$ cat src/rtl/alu_op_arbiter.sv
// alu_op_arbiter: round-robin sharing of one 8-bit ALU between two requesters.
// Each grant drives load, then persist for EXEC_CYCLES, then captures alu_out
// and pulses done for the granted requester.
module alu_op_arbiter #(
    parameter int unsigned EXEC_CYCLES = 1
) (
    input  logic       clk,
    input  logic       rst,
    input  logic       on,
    input  logic       req0,
    input  logic [7:0] num1_0,
    input  logic [7:0] num2_0,
    input  logic [5:0] op_0,
    input  logic       req1,
    input  logic [7:0] num1_1,
    input  logic [7:0] num2_1,
    input  logic [5:0] op_1,
    output logic       gnt0,
    output logic       gnt1,
    output logic       done0,
    output logic       done1,
    output logic [7:0] result,
    output logic [2:0] alu_in_sel,
    output logic [7:0] alu_num1,
    output logic [7:0] alu_num2,
    output logic [5:0] alu_out_sel,
    input  logic [7:0] alu_out,
    output logic [1:0] curr_state,
    output logic [1:0] next_state
);

    typedef enum logic [1:0] {
        IDLE = 2'b00,
        LOAD = 2'b01,
        EXEC = 2'b10,
        DONE = 2'b11
    } state_t;

    localparam int unsigned CNT_W = 4;
    localparam logic [CNT_W-1:0] CNT_LAST = CNT_W'(EXEC_CYCLES - 1);

    localparam logic [2:0] SEL_IDLE    = 3'b000;
    localparam logic [2:0] SEL_LOAD    = 3'b010;
    localparam logic [2:0] SEL_PERSIST = 3'b100;

    state_t           state;
    state_t           state_nxt;
    logic [CNT_W-1:0] cnt;
    logic             last_grant;
    logic             pick1;

    assign curr_state = state;
    assign next_state = state_nxt;

    // Round-robin winner: a lone requester wins, a tie goes to the one not served last.
    always_comb begin
        pick1 = req1;
        if (req0 && req1) begin
            pick1 = ~last_grant;
        end
    end

    // Next-state decode; on only gates the IDLE grant decision.
    always_comb begin
        state_nxt = state;
        case (state)
            IDLE: if (on && (req0 || req1)) state_nxt = LOAD;
            LOAD: state_nxt = EXEC;
            EXEC: if (cnt == CNT_LAST) state_nxt = DONE;
            DONE: state_nxt = IDLE;
            default: state_nxt = IDLE;
        endcase
    end

    // State, counter, grant/done and ALU bus registers.
    always_ff @(posedge clk or negedge rst) begin
        if (!rst) begin
            state       <= IDLE;
            cnt         <= '0;
            last_grant  <= 1'b1;
            gnt0        <= 1'b0;
            gnt1        <= 1'b0;
            done0       <= 1'b0;
            done1       <= 1'b0;
            result      <= '0;
            alu_in_sel  <= SEL_IDLE;
            alu_num1    <= '0;
            alu_num2    <= '0;
            alu_out_sel <= '0;
        end else begin
            state <= state_nxt;
            case (state)
                IDLE: begin
                    if (state_nxt == LOAD) begin
                        gnt0        <= ~pick1;
                        gnt1        <= pick1;
                        alu_num1    <= pick1 ? num1_1 : num1_0;
                        alu_num2    <= pick1 ? num2_1 : num2_0;
                        alu_out_sel <= pick1 ? op_1 : op_0;
                        alu_in_sel  <= SEL_LOAD;
                    end
                end
                LOAD: begin
                    cnt        <= '0;
                    alu_in_sel <= SEL_PERSIST;
                end
                EXEC: begin
                    cnt <= cnt + CNT_W'(1);
                    if (cnt == CNT_LAST) begin
                        result     <= alu_out;
                        alu_in_sel <= SEL_IDLE;
                        done0      <= gnt0;
                        done1      <= gnt1;
                        last_grant <= gnt1;
                    end
                end
                DONE: begin
                    done0 <= 1'b0;
                    done1 <= 1'b0;
                    gnt0  <= 1'b0;
                    gnt1  <= 1'b0;
                end
                default: begin
                    alu_in_sel <= SEL_IDLE;
                end
            endcase
        end
    end

endmodule

$ cat config.mk
export PLATFORM = sky130hd
export DESIGN_NAME = alu_op_arbiter
export DESIGN_NICKNAME = d
export VERILOG_FILES = /design/src/rtl/alu_op_arbiter.sv
export SDC_FILE = /design/constraint.sdc
export NUM_CORES = 1
export LEC_CHECK = 0
export CAP_MARGIN = 20
export CORE_UTILIZATION = 44
export CTS_BUF_LIST = sky130_fd_sc_hd__clkbuf_8
export DETAILED_ROUTE_END_ITERATION = 7
export PLACE_DENSITY = 0.82
export SYNTH_ARGS = -nofsm -noshare
export SYNTH_HDL_FRONTEND = slang
export SYNTH_SLANG_ARGS = --single-unit
$ cat constraint.sdc
create_clock -name clk -period 2.3 [get_ports clk]
set_input_delay 0.23 -clock clk [delete_from_list [all_inputs] [get_ports clk]]
set_output_delay 0.23 -clock clk [all_outputs]
set_load 0.01 [all_outputs]
==> metrics.csv <==
metric,value,unit
rsz0062_at_grt,false,
syn_nets,229,
area_growth,51.6,%
place_congestion,0.779,
worst-path-buf-inv,3,
cp.required,2.48,ns
cp_top_family,buffers and inverters,
maxCapViolations,0,
synth_top_flop_cell,dfrtp_1,
post-dp-hpwl,3830,um
detail-route-antenna-nets,0,
async_flop_share,1.00,
path_cells,inv_1 -> ha_1 -> nand4bb_1 -> o211ai_4 -> buf_4 -> nand3b_4 -> buf_4 -> mux2_4,
grt_pass1_vias,1682,
worst_hold_slack,0.0614,ns
cp_slowest_stage_delay,0.38,ns
p_leak,0.00153,uW
synth_edf_count,0,
slew-limit-headroom,0.391,
yosysMostFrequentCell,dfrtp_1,
drv_slew,0,
ys_ff_latch,43,
synth_cell_types,32,
wl,5010,um
vias,1681,
synth_area_per_cell,13.6,sq um
worst_slack,0.121,ns
cts_root_buffer,clkbuf_8,
first_pass_iters,4,
setup_violations,0,
preCtsSetupSlack,0.200,ns
cts_buffer_depth,2,
num_antenna_cells,0,
antenna_found_initial,0,
via_per_inst,5.00,
worst_pin_slew,0.913,ns
grt_overflow_total,0,
critPathLaunchType,register,
grt_pass1_wl,7910,um
clkSlewWorstSetupHoldPaths,0.08,ns
postSynthCellCount,165,
wl_per_cell,14.9,um
slowest_stage,dfrtp_1,
fin_crit,2.18,ns
yosys-top-cells-area,"dfrtp_1, mux2_2, mux2_4",
htree_levels,2,
tns,0,ns
p_per_area,1290,nW/um^2
dp_cells,327,
die_w,73.4,um
hold_viol_final,0,
cts_buffers,5,
synth_common_cells,"dfrtp_1, mux2_2, mux2_4",
die_y,73.4,um
ys_seq_area_frac,0.480,
fin_nets,332,
status,"complete, no violations",
critical_path_class,register to register,
core_area,4820,sq um
ios,98,
syn-cell-area,2250,sq um
cts_sinks,43,
yosys_warnings,0,
die_area,5390,sq um
vdd_drop_max,719,uV
clock-skew-final,0.00439,ns
fin_crit_sh,0.947,
drive_above_1_share,0.275,
numPortBuffers,96,
power,4400,uW
fmax,0.459,GHz
grt_max_degree,44,
grtUsageTotal,0.196,
row_count,25,
synth_top_area_share,0.468,
stdcell_count,336,
insertion_delay,0.29,ns
cts_tree,done,
hold_class,primary input to asynchronous set/reset pin,
end_kind,register,
yosysTopAreaCell,dfrtp_1,
path_common_cell,buf_4,
initial_core_util,0.466,
drcViolationCount,0,
drt_iter0_drc,57,
cp.arrival,2.36,ns
path_max_fanout,11,
[path summary, 6_finish.rpt]
path / startpoint / cells after the start / endpoint / slack (ns)
min in group clk: result[2]$_DFFE_PN0P_ / 1 / result[2]$_DFFE_PN0P_ / 0.51
max in group asynchronous: rst / 1 / alu_num2[5]$_DFFE_PN0P_ / 1.66
worst max-delay path: curr_state[0]$_DFF_PN0_ / 8 / alu_num1[4]$_DFFE_PN0P_ / 0.12
worst max register to register: curr_state[0]$_DFF_PN0_ / 8 / alu_num1[4]$_DFFE_PN0P_ / 0.12
worst min-delay path: rst / 1 / alu_out_sel[3]$_DFFE_PN0P_ / 0.06
worst min register to register: result[2]$_DFFE_PN0P_ / 1 / result[2]$_DFFE_PN0P_ / 0.51
[sequential cells by signal, indices dropped and copies added, names as in the netlist, 2 cells and up]
signal and cells:
alu_num1 8, alu_num2 8, result 8, alu_out_sel 6, cnt 4, alu_in_sel 2
curr_state 2
[final cells by class]
cell class	instances	area, sq um
well taps	67	83.8
flip-flops and latches	43	1080
inverters	5	18.8
repair buffers	105	1050
multi-input cells	108	1090
clock buffers	5	68.8
clock inverters	3	11.3
fillers	359	1410
[timing repair]
item                                    in CTS  in global routing
pin swaps                                    1                  0
hold buffers                                 0                  0
setup buffers                                1                  0
gates resized for setup                      0                  2
endpoints found under the setup margin       1                  5
gates cloned                                 0                  0
[cell usage in the layout (no fill, tap or decap), types with 2 or more instances in the layout]
| master | n |
|---|---|
| buf_12 | 2 |
| a22o_1 | 2 |
| nor2_1 | 2 |
| buf_4 | 7 |
| mux2_4 | 20 |
| inv_1 | 8 |
| dfrtp_1 | 42 |
| o211ai_1 | 2 |
| clkbuf_8 | 5 |
| clkdlybuf4s50_1 | 94 |
| nand3_1 | 3 |
| nor2b_1 | 2 |
| nand4bb_1 | 2 |
| mux2i_1 | 2 |
| nand3b_1 | 2 |
| nand2_1 | 9 |
| ha_1 | 7 |
| o21ai_0 | 5 |
| nand2b_1 | 4 |
| o221ai_1 | 2 |
| mux2_2 | 33 |
[metal layers]
metal,routed length [um],track usage,vias to the layer above
met1,2040,0.233,815
li1,-,-,791
met2,2540,0.329,66
met5,0,0,-
met4,103,0.0812,0
met3,336,0.0590,9
[report_power, final]
| part | total (uW) | internal [uW] | switching, uW |
|---|---|---|---|
| Combinational | 2600 | 1590 | 1020 |
| Sequential | 1350 | 1130 | 227 |
| Clock | 443 | 202 | 240 |
| Total | 4400 | 2920 | 1480 |
[stage by stage]
stage / utilization / cell area [sq um]
floorplan: - / 2250
global placement: 0.688 / 3310
detailed placement: 0.688 / 3310
CTS: 0.706 / 3400
global route: 0.707 / 3400
finish: 0.707 / 3400
[kinds of logic (layout without fill, tap and decap cells)]
group	Yosys count	count (layout)	share of synthesized area
adders and majority gates	7	7	0.0390
buffers and inverters	14	118	0.0351
other	1	1	0.00167
DFF	43	43	0.480
muxes	55	55	0.308
AOI/OAI and AO/OA	17	17	0.0591
and+or+nand+nor	28	28	0.0774
Power figures use the tool's default switching activity.
